### src/rtl/video_timing_pkg.sv
// Shared video timing constants, bar colours and pattern mode encodings.
package video_timing_pkg;

    // Default 640x480 @ 60 Hz timing
    localparam int unsigned H_ACTIVE_DEF = 640;
    localparam int unsigned H_FP_DEF     = 16;
    localparam int unsigned H_SYNC_DEF   = 96;
    localparam int unsigned H_BP_DEF     = 48;
    localparam int unsigned V_ACTIVE_DEF = 480;
    localparam int unsigned V_FP_DEF     = 10;
    localparam int unsigned V_SYNC_DEF   = 2;
    localparam int unsigned V_BP_DEF     = 33;

    // RGB565 colour bar palette, left to right
    localparam logic [15:0] C_WHITE   = 16'hFFFF;
    localparam logic [15:0] C_YELLOW  = 16'hFFE0;
    localparam logic [15:0] C_CYAN    = 16'h07FF;
    localparam logic [15:0] C_GREEN   = 16'h07E0;
    localparam logic [15:0] C_MAGENTA = 16'hF81F;
    localparam logic [15:0] C_RED     = 16'hF800;
    localparam logic [15:0] C_BLUE    = 16'h001F;
    localparam logic [15:0] C_BLACK   = 16'h0000;

    typedef enum logic [1:0] {
        PAT_BARS  = 2'd0,
        PAT_GRAY  = 2'd1,
        PAT_CHECK = 2'd2,
        PAT_SOLID = 2'd3
    } pat_mode_e;

    function automatic logic [15:0] bar_colour(input logic [2:0] idx);
        case (idx)
            3'd0:    return C_WHITE;
            3'd1:    return C_YELLOW;
            3'd2:    return C_CYAN;
            3'd3:    return C_GREEN;
            3'd4:    return C_MAGENTA;
            3'd5:    return C_RED;
            3'd6:    return C_BLUE;
            default: return C_BLACK;
        endcase
    endfunction

endpackage

### src/rtl/video_pattern_gen_if.sv
// Timing bundle: current counter position plus decoded de/sync/start-of-frame.
interface video_pattern_gen_if;
    logic [10:0] x;
    logic [9:0]  y;
    logic        de;
    logic        hs;
    logic        vs;
    logic        sof;

    modport master (output x, y, de, hs, vs, sof);
    modport slave  (input  x, y, de, hs, vs, sof);
endinterface

### src/rtl/video_timing_cnt.sv
// Reusable h/v raster counter with combinational de/sync decode of the current count.
module video_timing_cnt
    import video_timing_pkg::*;
#(
    parameter int unsigned H_ACTIVE = H_ACTIVE_DEF,
    parameter int unsigned H_FP     = H_FP_DEF,
    parameter int unsigned H_SYNC   = H_SYNC_DEF,
    parameter int unsigned H_BP     = H_BP_DEF,
    parameter int unsigned V_ACTIVE = V_ACTIVE_DEF,
    parameter int unsigned V_FP     = V_FP_DEF,
    parameter int unsigned V_SYNC   = V_SYNC_DEF,
    parameter int unsigned V_BP     = V_BP_DEF,
    parameter bit          SYNC_POL = 1'b0
) (
    input  logic                       clk_i,
    input  logic                       rst_i,
    input  logic                       en_i,
    video_pattern_gen_if.master        tim_o
);

    localparam int unsigned H_TOTAL = H_ACTIVE + H_FP + H_SYNC + H_BP;
    localparam int unsigned V_TOTAL = V_ACTIVE + V_FP + V_SYNC + V_BP;

    localparam logic [10:0] H_LAST   = 11'(H_TOTAL - 1);
    localparam logic [10:0] H_ACT    = 11'(H_ACTIVE);
    localparam logic [10:0] HS_BEG   = 11'(H_ACTIVE + H_FP);
    localparam logic [10:0] HS_END   = 11'(H_ACTIVE + H_FP + H_SYNC);
    localparam logic [9:0]  V_LAST   = 10'(V_TOTAL - 1);
    localparam logic [9:0]  V_ACT    = 10'(V_ACTIVE);
    localparam logic [9:0]  VS_BEG   = 10'(V_ACTIVE + V_FP);
    localparam logic [9:0]  VS_END   = 10'(V_ACTIVE + V_FP + V_SYNC);

    logic [10:0] h_q, h_d;
    logic [9:0]  v_q, v_d;

    // Next count: disabled parks at (0,0) so a re-enable always starts a fresh frame
    always_comb begin
        h_d = h_q;
        v_d = v_q;
        if (!en_i) begin
            h_d = '0;
            v_d = '0;
        end else if (h_q == H_LAST) begin
            h_d = '0;
            v_d = (v_q == V_LAST) ? '0 : v_q + 10'd1;
        end else begin
            h_d = h_q + 11'd1;
        end
    end

    // Counter registers
    always_ff @(posedge clk_i) begin
        if (rst_i) begin
            h_q <= '0;
            v_q <= '0;
        end else begin
            h_q <= h_d;
            v_q <= v_d;
        end
    end

    // Decode of the current count; the consumer registers these
    always_comb begin
        tim_o.x   = h_q;
        tim_o.y   = v_q;
        tim_o.de  = (h_q < H_ACT) && (v_q < V_ACT);
        tim_o.hs  = ((h_q >= HS_BEG) && (h_q < HS_END)) ? SYNC_POL : ~SYNC_POL;
        tim_o.vs  = ((v_q >= VS_BEG) && (v_q < VS_END)) ? SYNC_POL : ~SYNC_POL;
        tim_o.sof = (h_q == '0) && (v_q == '0);
    end

endmodule

### src/rtl/video_pattern_gen.sv
// Test pattern source: colour bars, gray ramp, checkerboard or solid colour, RGB565.
module video_pattern_gen
    import video_timing_pkg::*;
#(
    parameter int unsigned H_ACTIVE = H_ACTIVE_DEF,
    parameter int unsigned H_FP     = H_FP_DEF,
    parameter int unsigned H_SYNC   = H_SYNC_DEF,
    parameter int unsigned H_BP     = H_BP_DEF,
    parameter int unsigned V_ACTIVE = V_ACTIVE_DEF,
    parameter int unsigned V_FP     = V_FP_DEF,
    parameter int unsigned V_SYNC   = V_SYNC_DEF,
    parameter int unsigned V_BP     = V_BP_DEF,
    parameter bit          SYNC_POL = 1'b0
) (
    input  logic        video_clk,
    input  logic        rst,
    input  logic        en,
    input  logic [1:0]  PAT_MODE,
    input  logic [15:0] SOLID_RGB,
    output logic        rgb565_hs,
    output logic        rgb565_vs,
    output logic        rgb565_de,
    output logic [15:0] rgb565,
    output logic [10:0] pix_x,
    output logic [9:0]  pix_y,
    output logic        frame_start
);

    localparam int unsigned H_TOTAL = H_ACTIVE + H_FP + H_SYNC + H_BP;
    localparam int unsigned V_TOTAL = V_ACTIVE + V_FP + V_SYNC + V_BP;
    localparam int unsigned BAR_W   = H_ACTIVE / 8;

    if ((H_ACTIVE % 8) != 0 || H_TOTAL >= 2048 || V_TOTAL >= 1024) begin : g_bad_params
        $error("video_pattern_gen: illegal timing parameters");
    end

    video_pattern_gen_if tim ();

    video_timing_cnt #(
        .H_ACTIVE (H_ACTIVE),
        .H_FP     (H_FP),
        .H_SYNC   (H_SYNC),
        .H_BP     (H_BP),
        .V_ACTIVE (V_ACTIVE),
        .V_FP     (V_FP),
        .V_SYNC   (V_SYNC),
        .V_BP     (V_BP),
        .SYNC_POL (SYNC_POL)
    ) u_cnt (
        .clk_i (video_clk),
        .rst_i (rst),
        .en_i  (en),
        .tim_o (tim.master)
    );

    pat_mode_e   mode_q, mode_d;
    logic [2:0]  bar_idx;
    logic [7:0]  gray;
    logic [15:0] rgb_q, rgb_d;
    logic [10:0] x_q, x_d;
    logic [9:0]  y_q, y_d;
    logic        de_q, de_d, hs_q, hs_d, vs_q, vs_d, fs_q, fs_d;

    // Mode latches on the (0,0) clock; mode_d doubles as the mode in force for this pixel
    always_comb begin
        mode_d = mode_q;
        if (en && tim.sof) begin
            mode_d = pat_mode_e'(PAT_MODE);
        end
    end

    // Pattern and output next-state; disabled forces the idle output set
    always_comb begin
        bar_idx = '0;
        for (int unsigned k = 1; k < 8; k++) begin
            if (tim.x >= 11'(k * BAR_W)) begin
                bar_idx = 3'(k);
            end
        end
        gray = tim.x[7:0];

        rgb_d = '0;
        if (tim.de) begin
            case (mode_d)
                PAT_BARS:  rgb_d = bar_colour(bar_idx);
                PAT_GRAY:  rgb_d = {gray[7:3], gray[7:2], gray[7:3]};
                PAT_CHECK: rgb_d = (tim.x[5] ^ tim.y[5]) ? C_WHITE : C_BLACK;
                default:   rgb_d = SOLID_RGB;
            endcase
        end

        x_d  = tim.x;
        y_d  = tim.y;
        de_d = tim.de;
        hs_d = tim.hs;
        vs_d = tim.vs;
        fs_d = tim.sof;
        if (!en) begin
            rgb_d = '0;
            x_d   = '0;
            y_d   = '0;
            de_d  = 1'b0;
            hs_d  = ~SYNC_POL;
            vs_d  = ~SYNC_POL;
            fs_d  = 1'b0;
        end
    end

    // Output and mode registers
    always_ff @(posedge video_clk) begin
        if (rst) begin
            mode_q <= PAT_BARS;
            rgb_q  <= '0;
            x_q    <= '0;
            y_q    <= '0;
            de_q   <= 1'b0;
            hs_q   <= ~SYNC_POL;
            vs_q   <= ~SYNC_POL;
            fs_q   <= 1'b0;
        end else begin
            mode_q <= mode_d;
            rgb_q  <= rgb_d;
            x_q    <= x_d;
            y_q    <= y_d;
            de_q   <= de_d;
            hs_q   <= hs_d;
            vs_q   <= vs_d;
            fs_q   <= fs_d;
        end
    end

    assign rgb565      = rgb_q;
    assign pix_x       = x_q;
    assign pix_y       = y_q;
    assign rgb565_de   = de_q;
    assign rgb565_hs   = hs_q;
    assign rgb565_vs   = vs_q;
    assign frame_start = fs_q;

endmodule

### config.mk
export PLATFORM = sky130hd
export DESIGN_NAME = video_pattern_gen
export DESIGN_NICKNAME = d
export VERILOG_FILES = /design/src/rtl/video_timing_pkg.sv /design/src/rtl/video_pattern_gen_if.sv /design/src/rtl/video_timing_cnt.sv /design/src/rtl/video_pattern_gen.sv
export SDC_FILE = /design/constraint.sdc
export NUM_CORES = 1
export LEC_CHECK = 0
export CORE_UTILIZATION = 40
export CTS_CLUSTER_SIZE = 20
export DETAILED_ROUTE_END_ITERATION = 8
export PLACE_DENSITY = 0.69
export SYNTH_ARGS = -nofsm -noshare
export SYNTH_HDL_FRONTEND = slang
export SYNTH_HIERARCHICAL = 1
export SYNTH_SLANG_ARGS = --single-unit
### constraint.sdc
create_clock -name video_clk -period 4.95 [get_ports video_clk]
set_input_delay 0.99 -clock video_clk [delete_from_list [all_inputs] [get_ports video_clk]]
set_output_delay 0.99 -clock video_clk [all_outputs]
set_load 0.05 [all_outputs]
# After elaboration in Yosys (flattened, before gate mapping)
# Cells that the tools add are included.
# Widths: inputs -> output; s select.
# totals
reg_bits	64
input_bits	21
output_inout_bits	41
wordCells	64
# op_classes
addsub	2
order_cmp	13
n_eq_ne	10
mux	14
n_bitwise	3
n_reduce_logical	12
# ops
cell	n
$pmux 16 s7	1
$pmux 16 s3	1
$ge 11x9->1 const B	3
$ge 11x10->1 const B	2
$ge 11x8->1 const B	2
$lt 11x10->1 const B	2
$lt 10x9->1 const B	2
$mux 3	6
$mux 16	1
$add 11x1->11 const B	1
$eq 11x10->1 const B	1
$ge 11x7->1 const B	1
$logic_not 11->1	1
$add 10x1->10 const B	1
$eq 10x10->1 const B	1
$ge 10x9->1 const B	1
$logic_not 10->1	1
$mux 10	1
$eq 3x3->1 const B	3
$eq 3x2->1 const B	2
$reduce_or 3->1	2
$logic_and 1x1->1	5
$eq 3x1->1 const B	1
$logic_not 3->1	1
8 further kinds	11

# Longest topological paths before layout
# Gate-level depths: netlist (run 1).
# logic_depth
depth_word	11
mapped_depth	11
ltp_nobuf	9

# Cells and area by module
# Netlist (run 1), hierarchy kept.
# by_module_without_submodules
mod	instances	cells_per_inst	area_per_inst_um2	seq_area_each_um2
video_pattern_gen	1	159	1666.6	860.8
video_timing_cnt	1	130	1104.8	420.4

# Least setup slack after synthesis (run 1)
# Ideal clock, no wire load.
# synth_timing
kind	register to register
from	reg u_cnt.v_q[0], in the netlist u_cnt/tim_o.y[0]
to	reg rgb_q[11], in the netlist rgb565[11]
setup_time_ps	119
t_arrival_ps	2205
t_required_ps	4831
setup_slack_ps	2627
stages_incl_launch_ff	12
n_path_buf	2
period_less_slack_ps	2323
cell_sequence	dfxtp_1 > inv_1 > ha_1 > nor4b_1 > nand4_1 > nor4_1 > buf_2 > a21boi_0 > or2_1 > buf_6 > a22o_1 > o221a_1
# synth_between
elab_chain_cells	6
word_cells_on_any_way	12
classes_between	order compare: 1; eq/ne: 2; mux: 2; bitwise: 1; reduce/logical: 6
# synth_rtl
item	line	rtl
from (decl)	video_timing_cnt.sv:34	logic [9:0] v_q, v_d;
from (signal assigned)	video_timing_cnt.sv:58	v_q <= v_d;
$logic_not 10->1 *	video_timing_cnt.sv:69	tim_o.sof = (h_q == '0) && (v_q == '0);
$logic_and 1x1->1 *	video_timing_cnt.sv:69	
net tim.sof	video_pattern_gen_if.sv:8	logic sof;
$logic_and 1x1->1 *	video_pattern_gen.sv:67	if (en && tim.sof) begin
$mux 2 *	video_pattern_gen.sv:67	
$eq 2x2->1 (tied with other cells)	video_pattern_gen.sv:84	case (mode_d)
$pmux 16 s3 *	video_pattern_gen.sv:84	
to (signal assigned)	video_pattern_gen.sv:122	rgb_q <= rgb_d;
to (decl)	video_pattern_gen.sv:59	logic [15:0] rgb_q, rgb_d;
# Mark *: on every way through the listed nets, which the timed path passes. The rest lies on a longest branch.
# A chain may end at the register's enable or synchronous reset.

# Final worst setup path (run 1)
# layout_timing
from	reg u_cnt.v_q[0], in the netlist u_cnt/tim_o.y[0]
to	reg rgb_q[15], in the netlist rgb565[15]
# Same word-level chain as after synthesis.

==> reports/results.tsv, run 1 <==
stage	metric	value	unit
sta	Slew Limit Fails	0	
grt	initial antenna violation count	0	
route	vias	2331	
yosys	synthesized cell area	2770	sq um
worst_setup_path	CP Capture Type	register	
pwr	Pleak	1.26	nW
yosys	top-count cell post-synth	dfxtp_1	
sta	final hold violation count	0	
sta	setup TNS	0	ps
sta	RSZ-0062 raised after global routing	no	
yosys	number of flops mapped to enable cells by yosys	0	
clock_tree	Post-CTS Setup Inserts	0	
clock_tree	H-tree levels	3	
yosys	Post-Syn Area per Cell	9.59	sq um
run_status	status	finished, final reports clean	
sta	Worst-Margin Slew	1160	ps
yosys	Post-Synthesis Cells	289	
yosys	Synth top cells by count	dfxtp_1 (64), and2_1 (21), nor2_1 (20)	
yosys	Distinct cells, synth	61	
pwr	switching share of total power	0.241	
pwr	Comb power frac	0.110	
grt	first-pass GRT wire length	10300	microns
worst_setup_path	Max FO, Critical Path	10	
grt	grt ovf	0	
hold_path	HP Class	reg -> reg	
finish	fin cells	429	
yosys	number of synthesized register bits	64	
floorplanning	core area	6530	sq um
route	vias per cell	5.43	
floorplanning	initial core utilization	0.424	
clock_tree	TritonCTS clock tree	yes	
floorplanning	Row Count	29	
pwr	Int Pwr	0.000871	W
finish	P&R area growth vs syn	30.2	%
yosys	Synth area leader	dfxtp_1	
yosys	Synth Warn #	6	
placed_design	Placed Cells	413	
pwr	Peak VDD IR	0.139	mV
sta	min cycle time layout	3470	ps
finish	ant diodes	0	
yosys	top_reg_cell synth	dfxtp_1	
pwr	PD cells	318	nW/um^2
yosys	top cells by area, synth	dfxtp_1 (46%), and2_1 (4.7%), a21oi_1 (2.9%)	
finish	FILL cells	585	
yosys	Yosys top cell area share	0.462	
floorplanning	die width	85.2	microns
route	WL final	6270	microns
yosys	Seq/Total Area, Yosys	0.462	
worst_setup_path	Req. time, crit path	5180	ps
flow_run	number of max-cap violations	0	
finish	fin nets	372	
route	DR iter-0 viols	139	
floorplanning	DIE HEIGHT	85.2	microns
grt	vias in the first global route	2164	
placed_design	routability-driven placement congestion ratio	0.837	
sta	Max Freq	288	MHz
worst_setup_path	CP Class	reg -> reg	
clock_tree	CTS root buf	clkbuf_8	
route	DR WL/cell	14.6	microns
clock_tree	hold buffers post-CTS	0	
grt	Overall Global Routing Usage	0.183	
route	post-route ant nets	0	
yosys	Mapped Nets	314	
sta	fin crit share	0.702	
grt	largest net degree at the start of global routing	25	
clock_tree	clock sink total	64	
placed_design	# port buffers	61	
clock_tree	Post-CTS Resized	0	
placed_design	Post-DP HPWL	4400	microns
floorplanning	I/O pin count	62	
route	drt drc	0	
clock_tree	Max Root-Sink Buffers	2	
pwr	Seq pwr share	0.464	
sta	Clock Skew	4.67	ps
route	Pre-antenna DRT Iters	4	
pwr	P_sw	0.000276	W
finish	share of layout cells above drive strength 1	0.0795	
floorplanning	Die Area	7270	sq um
clock_tree	Clk Latency, worst-skew pair	340	ps
sta	setup violators final	0	
yosys	ys async rst share	0	
sta	final hold slack	499	ps
clock_tree	CTS Buf Count	9	
worst_setup_path	startpoint types	register	
sta	slew margin rel.	0.220	
clock_tree	Clock transition at path regs	70	ps
pwr	clock power share	0.427	
worst_setup_path	CP Data Arrival Time	3700	ps
[power by group through the flow]
stage	clock, W	combinational, W	sequential [W]
6_report	0.000490	0.000126	0.000532
3_5_place_dp	0	0.000125	0.000544
5_1_grt	0.000525	0.000133	0.000533
4_1_cts	0.000499	0.000126	0.000532
3_3_place_gp	0	0.000124	0.000544
2_1_floorplan	0	0.0000460	0.000578
[cell usage in the layout, fill, tap and decap left out, drive strengths merged, types with 3 or more instances in the layout]
| cell | instances |
|---|---|
| nor2b | 3 |
| nor4 | 5 |
| nand3 | 12 |
| and3 | 5 |
| a22oi | 4 |
| a21oi | 17 |
| xnor2 | 8 |
| and2 | 22 |
| o21ai | 16 |
| or4 | 5 |
| xor2 | 5 |
| inv | 10 |
| clkdlybuf4s50 | 61 |
| nand4 | 5 |
| nor2 | 20 |
| o31ai | 3 |
| nand2b | 5 |
| nand2 | 13 |
| a22o | 4 |
| ha | 4 |
| or3 | 3 |
| o221a | 5 |
| clkbuf | 11 |
| dfxtp | 64 |
[state kept, by name, indices dropped and copies added, names as in the netlist, 2 cells and up]
register and count:
u_cnt/tim_o.x 11, pix_y 10, pix_x 11, rgb565 16, u_cnt/tim_o.y 10, mode_q 2
[layout make-up]
type	instances	area, sq um	area share
Tap cell	77	96.3	0.0267
Clock buffer	11	141	0.0392
Clock inverter	5	80.1	0.0222
Multi-Input combinational cell	201	1360	0.377
Sequential cell	64	1280	0.355
Timing Repair Buffer	61	611	0.169
Inverter	10	37.5	0.0104
[metrics by stage]
step | instance area [sq um] | setup WS, ps | total power [W] | util
finish | 3610 | 1480 | 0.00115 | 0.553
global route | 3610 | 1170 | 0.00119 | 0.553
CTS | 3610 | 1530 | 0.00116 | 0.553
detailed placement | 3390 | 1570 | 0.000669 | 0.519
global placement | 3390 | 1640 | 0.000667 | 0.519
floorplan | 2770 | 2630 | 0.000624 | -
[critical path, stage by stage (launching register included)]
cell and delay [ps]:
dfxtp_1 360, inv_1 100, ha_1 140, nor4b_1 430, nand4_1 140, nor4_1 960, a21boi_0 310, or2_1 430
a22o_1 260, o221a_1 220
[cells by family (layout without fill, tap and decap cells)]
logic type / count (synthesis) / after routing / share of synthesized area
multiplexers: 1 / 1 / 0.00361
flip-flops: 64 / 64 / 0.462
XOR/XNOR: 13 / 13 / 0.0411
buffers and inverters: 24 / 87 / 0.0460
AO/OA/AOI/OAI: 69 / 69 / 0.187
adder cells (fa/ha/maj): 5 / 5 / 0.0221
AND/OR/NAND/NOR: 113 / 113 / 0.238
[worst paths after layout]
| path | slack (ps) | cells after the start | startpoint | end |
|---|---|---|---|---|
| worst max-delay path | 1480 | 9 | u_cnt/tim_o.y[0] | rgb565[15] |
| worst min register to register | 500 | 1 | u_cnt/tim_o.x[0] | u_cnt/tim_o.x[0] |
| worst max register to register | 1480 | 9 | u_cnt/tim_o.y[0] | rgb565[15] |
| worst min-delay path | 500 | 1 | u_cnt/tim_o.x[0] | u_cnt/tim_o.x[0] |
[per-layer routing]
layer	track usage	wire (microns)	up-vias
met2	0.289	3020	53
met4	0.0740	84	0
met5	0	0	-
met1	0.242	2910	1110
met3	0.0438	259	7
li1	-	-	1161
No activity file was read; power rests on OpenSTA's default activity.
==> run 2, diff against run 1 <==
==> constraint.sdc (replaced) <==
create_clock -name video_clk -period 3.63 [get_ports video_clk]
set_input_delay 0.726 -clock video_clk [delete_from_list [all_inputs] [get_ports video_clk]]
set_output_delay 0.726 -clock video_clk [all_outputs]
set_load 0.05 [all_outputs]
==> run 2 against run 1 <==
  * Wire length up 3.3%
  * Global-route usage grew 0.62 points
  * Via count increased by 1.8%
  * Largest power group unchanged
  * Clock power grew 36%
  * Largest cell class unchanged
  * Non-clock buffer count up 3
  * Critical path depth up 1
  * Final area rose by 0.42%
==> reports/results.tsv, run 2 (synthesized netlist as in run 1, its figures left out) <==
stage	metric	value	unit	change
run_status	status	finished, final reports clean		
sta	Max Freq	372	MHz	+29%
sta	Slew Limit Fails	0		unchanged
sta	min cycle time layout	2690	ps	-783 ps
worst_setup_path	CP Data Arrival Time	2910	ps	-790 ps
route	post-route ant nets	0		unchanged
floorplanning	die width	85.2	microns	unchanged
sta	RSZ-0062 raised after global routing	no		
route	WL final	6480	microns	+3.3%
route	vias	2373		+1.8%
sta	Clock Skew	11.1	ps	+6.47 ps
hold_path	HP Class	reg -> reg		
route	drt drc	0		unchanged
floorplanning	I/O pin count	62		unchanged
sta	Worst-Margin Slew	602	ps	-557 ps
sta	final hold violation count	0		unchanged
clock_tree	TritonCTS clock tree	yes		
placed_design	Post-DP HPWL	4430	microns	+0.80%
clock_tree	Max Root-Sink Buffers	2		unchanged
finish	max reg flops	16		unchanged
finish	Final Util	0.555		+0.00230
worst_setup_path	Req. time, crit path	3850	ps	-1330 ps
clock_tree	Clock transition at path regs	70	ps	about the same
route	DR WL/cell	15.0	microns	+2.6%
flow_run	number of max-cap violations	0		unchanged
pwr	Peak VDD IR	0.214	mV	+54%
grt	Overall Global Routing Usage	0.189		+0.00619
clock_tree	Post-CTS Setup Inserts	0		unchanged
finish	fin nets	375		+0.81%
floorplanning	initial core utilization	0.424		unchanged
finish	P&R area growth vs syn	30.8	%	
placed_design	routability-driven placement congestion ratio	0.876		+4.6%
grt	grt ovf	0		unchanged
worst_setup_path	Max FO, Critical Path	10		unchanged
clock_tree	CTS root buf	clkbuf_8		
sta	fin crit share	0.741		+0.0396
clock_tree	Post-CTS Resized	0		unchanged
worst_setup_path	startpoint types	register		
pwr	PD cells	432	nW/um^2	+36%
worst_setup_path	CP Capture Type	register		
grt	initial antenna violation count	0		unchanged
clock_tree	clock sink total	64		unchanged
floorplanning	DIE HEIGHT	85.2	microns	unchanged
sta	setup TNS	0	ps	unchanged
placed_design	# port buffers	61		unchanged
clock_tree	Clk Latency, worst-skew pair	340	ps	about the same
route	DR iter-0 viols	143		+2.9%
sta	setup violators final	0		unchanged
clock_tree	hold buffers post-CTS	0		unchanged
finish	FILL cells	600		+2.6%
placed_design	Area after DPL	3410	sq um	+0.66%
floorplanning	Die Area	7270	sq um	unchanged
worst_setup_path	CP Class	reg -> reg		
route	vias per cell	5.49		+1.1%
finish	share of layout cells above drive strength 1	0.0817		+0.00214
finish	commonest non-fill, non-tap cell in the layout	dfxtp_1		
grt	vias in the first global route	2156		-0.37%
finish	Final Instance Area	3620	sq um	+0.42%
route	Pre-antenna DRT Iters	4		unchanged
grt	largest net degree at the start of global routing	25		unchanged
clock_tree	H-tree levels	3		unchanged
finish	most frequent cells in the layout	dfxtp_1 (64), clkdlybuf4s50_1 (61), and2_1 (21)		
floorplanning	core area	6530	sq um	unchanged
pwr	Pleak	1.28	nW	+1.4%
grt	first-pass GRT wire length	10600	microns	+2.2%
clock_tree	CTS Buf Count	9		unchanged
finish	ant diodes	0		unchanged
sta	slew margin rel.	0.598		+0.378
floorplanning	Row Count	29		unchanged
[run 2: worst paths after layout]
path	from	slack, ps	end	depth (start not counted)
setup / recovery	u_cnt/tim_o.y[0]	940	rgb565[11]	10
hold / removal	u_cnt/tim_o.x[0]	490	u_cnt/tim_o.x[0]	1
setup reg to reg	u_cnt/tim_o.y[0]	940	rgb565[11]	10
hold reg to reg	u_cnt/tim_o.x[0]	490	u_cnt/tim_o.x[0]	1
[run 2: metrics by stage]
step | cells | worst slack (ps) | hold WS [ps] | power (W)
after CTS | 432 | 1000 | 490 | 0.00158
after floorplan | 289 | 1310 | 445 | 0.000851
final | 432 | 939 | 495 | 0.00156
after detailed placement | 416 | 908 | 476 | 0.000915
after global routing | 432 | 755 | 548 | 0.00162
after global placement | 416 | 931 | 468 | 0.000914
[run 2: report_power, final]
group	internal [W]	switching [W]	leakage, nW
clock	0.000405	0.000259	0.108
combinational	0.0000678	0.000106	0.654
sequential	0.000718	0.00000736	0.519
[run 2: per-layer routing]
layer	up-vias	share of wire	track usage
li1	1172	-	-
met1	1119	0.46	0.256
met4	0	0.017	0.0755
met5	-	0	0
met3	10	0.049	0.0457
met2	72	0.47	0.291
[run 2: cell type report]
cell class / instances / area (sq um) / area share
inverter: 10 / 37.5 / 0.0104
multi-input combinational: 201 / 1360 / 0.376
clock inverter: 3 / 65.1 / 0.0179
sequential: 64 / 1280 / 0.353
tap: 77 / 96.3 / 0.0266
clock buffer: 13 / 149 / 0.0411
timing repair buffer: 64 / 633 / 0.175
[run 2: worst max-delay path, stage by stage (launching register included)]
cell and delay (ps):
dfxtp_1 340, inv_1 100, ha_1 170, nor4b_1 360
nand4_1 170, nor4_1 270, buf_4 210, a21boi_0 130
or2_1 360, a22o_1 240, o221a_1 240
==> run 3, diff against run 2 <==
==> constraint.sdc (replaced) <==
create_clock -name video_clk -period 2.8 [get_ports video_clk]
set_input_delay 0.56 -clock video_clk [delete_from_list [all_inputs] [get_ports video_clk]]
set_output_delay 0.56 -clock video_clk [all_outputs]
set_load 0.05 [all_outputs]
==> run 3 against run 2 <==
  * Cell count rose by 1.9%
  * Sequential share of layout area fell by 0.52 points
  * Critical path depth did not move
  * Hold slack got worse by 8.2 ps
  * Global-route usage fell by 0.21 points
  * Largest cell class unchanged
==> reports/results.tsv, run 3 (synthesized netlist as in run 1, its figures left out) <==
stage	metric	value	unit	change
pwr	Comb power frac	0.116		+0.005
route	WL final	6480	microns	about the same
worst_setup_path	CP Capture Type	register		
floorplanning	initial core utilization	0.424		unchanged
route	drt drc	0		unchanged
sta	Worst-Margin Slew	521	ps	-81.1 ps
clock_tree	Clk Latency, worst-skew pair	330	ps	about the same
clock_tree	TritonCTS clock tree	yes		
clock_tree	CTS Buf Count	9		unchanged
sta	setup violators final	0		unchanged
worst_setup_path	Max stage delay on crit path	340	ps	-20 ps
route	DR iter-0 viols	93		-35%
worst_setup_path	Req. time, crit path	3020	ps	-830 ps
clock_tree	clock sink total	64		unchanged
flow_run	number of max-cap violations	0		unchanged
worst_setup_path	Crit path buffers/inverters	2		unchanged
route	vias	2355		-0.76%
pwr	clock power share	0.404		-0.021
sta	Final WS setup	368	ps	-571 ps
placed_design	Placement Setup Slack	196	ps	-713 ps
route	vias per cell	5.35		-2.6%
finish	Final Util	0.563		+0.00824
grt	first-pass GRT wire length	10600	microns	+0.53%
pwr	P_sw	0.000479	W	+28%
placed_design	routability-driven placement congestion ratio	0.857		-2.1%
placed_design	# port buffers	61		unchanged
worst_setup_path	startpoint types	register		
sta	min cycle time layout	2430	ps	-259 ps
worst_setup_path	Worst path slowest cell	dfxtp_1		
clock_tree	H-tree levels	3		unchanged
route	DR WL/cell	14.7	microns	-1.8%
finish	most frequent cells in the layout	dfxtp_1 (64), clkdlybuf4s50_1 (61), and2_1 (21)		
run_status	status	finished, final reports clean		
sta	Slew Limit Fails	0		unchanged
pwr	PD cells	532	nW/um^2	+23%
finish	ant diodes	0		unchanged
pwr	Seq pwr share	0.480		+0.016
grt	grt ovf	0		unchanged
route	Pre-antenna DRT Iters	4		unchanged
grt	vias in the first global route	2159		+0.14%
sta	final hold slack	487	ps	-8.18 ps
floorplanning	DIE HEIGHT	85.2	microns	unchanged
finish	share of layout cells above drive strength 1	0.110		+0.0285
sta	setup TNS	0	ps	unchanged
pwr	Int Pwr	0.00148	W	+24%
finish	commonest non-fill, non-tap cell in the layout	dfxtp_1		
clock_tree	Clock transition at path regs	70	ps	about the same
route	post-route ant nets	0		unchanged
finish	FILL cells	589		-1.8%
sta	Max Freq	411	MHz	+11%
sta	final hold violation count	0		unchanged
grt	Overall Global Routing Usage	0.187		-0.00213
sta	RSZ-0062 raised after global routing	no		
floorplanning	die width	85.2	microns	unchanged
hold_path	HP Class	reg -> reg		
sta	slew margin rel.	0.652		+0.0535
worst_setup_path	CP Data Arrival Time	2660	ps	-250 ps
worst_setup_path	crit-path cells	inv_1 -> ha_1 -> nor4b_2 -> nand4_1 -> nor4_1 -> buf_4 -> a21bo_2 -> nand2_1 -> a22o_1 -> o221a_1		
clock_tree	CTS root buf	clkbuf_8		
floorplanning	Row Count	29		unchanged
placed_design	Post-DP HPWL	4540	microns	+2.4%
sta	fin crit share	0.869		+0.127
pwr	Pleak	1.32	nW	+3.2%
worst_setup_path	Crit path max-delay family	simple AND/OR/NAND/NOR gates		
floorplanning	Die Area	7270	sq um	unchanged
sta	Clock Skew	6.11	ps	-5.03 ps
floorplanning	I/O pin count	62		unchanged
grt	largest net degree at the start of global routing	24		-4.0%
finish	max reg flops	16		unchanged
pwr	Peak VDD IR	0.378	mV	+77%
finish	P&R area growth vs syn	32.7	%	
floorplanning	core area	6530	sq um	unchanged
pwr	switching share of total power	0.245		+0.00623
clock_tree	hold buffers post-CTS	0		unchanged
worst_setup_path	CP Class	reg -> reg		
grt	initial antenna violation count	0		unchanged
worst_setup_path	Max FO, Critical Path	11		+1
finish	fin nets	383		+2.1%
clock_tree	Max Root-Sink Buffers	2		unchanged
## run 3: cell count changes in the layout (fill, tap and decap cells not counted)
| cell | change |
|---|---|
| clkinv_2 | +1 |
| clkbuf_1 | -1 |
| clkbuf_8 | +1 |
| or2_1 | -1 |
| bufinv_16 | -1 |
| buf_4 | +8 |
| or2_4 | +1 |
| nor4b_2 | +1 |
| nor4b_1 | -1 |
## run 3: worst reg2reg max path, stage by stage (launching register included)
cell and delay (ps):
dfxtp_1 340, inv_1 100, ha_1 140, nor4b_2 240, nand4_1 120, nor4_1 250, buf_4 210, a21bo_2 170
nand2_1 210, a22o_1 310, o221a_1 230
## run 3: through the flow
stage                     total power [W]  std cells  instance area (sq um)
final                             0.00196        440                   3680
after detailed placement          0.00118        424                   3470
after floorplan                   0.00110        289                   2770
after global routing              0.00204        440                   3680
after global placement            0.00118        424                   3470
after CTS                         0.00198        440                   3670
## run 3: path summary, 6_finish.rpt
check                        start          endpoint  slack (ps)  cells past startpoint
hold reg to reg   u_cnt/tim_o.x[0]  u_cnt/tim_o.x[0]         490                      1
setup reg to reg  u_cnt/tim_o.y[0]        rgb565[11]         370                     10
hold / removal    u_cnt/tim_o.x[0]  u_cnt/tim_o.x[0]         490                      1
setup / recovery  u_cnt/tim_o.y[0]        rgb565[11]         370                     10
## run 3: what timing repair did
item,4_1_cts,5_1_grt
endpoints found under the hold margin,0,0
buffers inserted,0,0
setup endpoints to repair,0,16
gates resized for setup,0,2
## run 3: power by group through the flow
stage	combinational [W]	sequential (W)	clock [W]
2_1_floorplan	0.0000813	0.00102	0
3_3_place_gp	0.000223	0.000961	0
3_5_place_dp	0.000224	0.000961	0
4_1_cts	0.000225	0.000940	0.000813
5_1_grt	0.000242	0.000942	0.000855
6_report	0.000226	0.000940	0.000791
## run 3: per-layer routing
layer  vias up  share of wire  GRT usage
li1       1179              -          -
met1      1102           0.47      0.252
met2        65           0.47      0.293
met3         9          0.046     0.0389
met4         0          0.015     0.0786
met5         -              0          0
## run 3: area by class of cell
class	instances	area (sq um)	share of cell area
Clock buffer	13	159	0.0432
Clock inverter	3	40.0	0.0109
Inverter	10	37.5	0.0102
Multi-Input combinational cell	201	1370	0.373
Sequential cell	64	1280	0.348
Tap cell	77	96.3	0.0262
Timing Repair Buffer	72	693	0.188
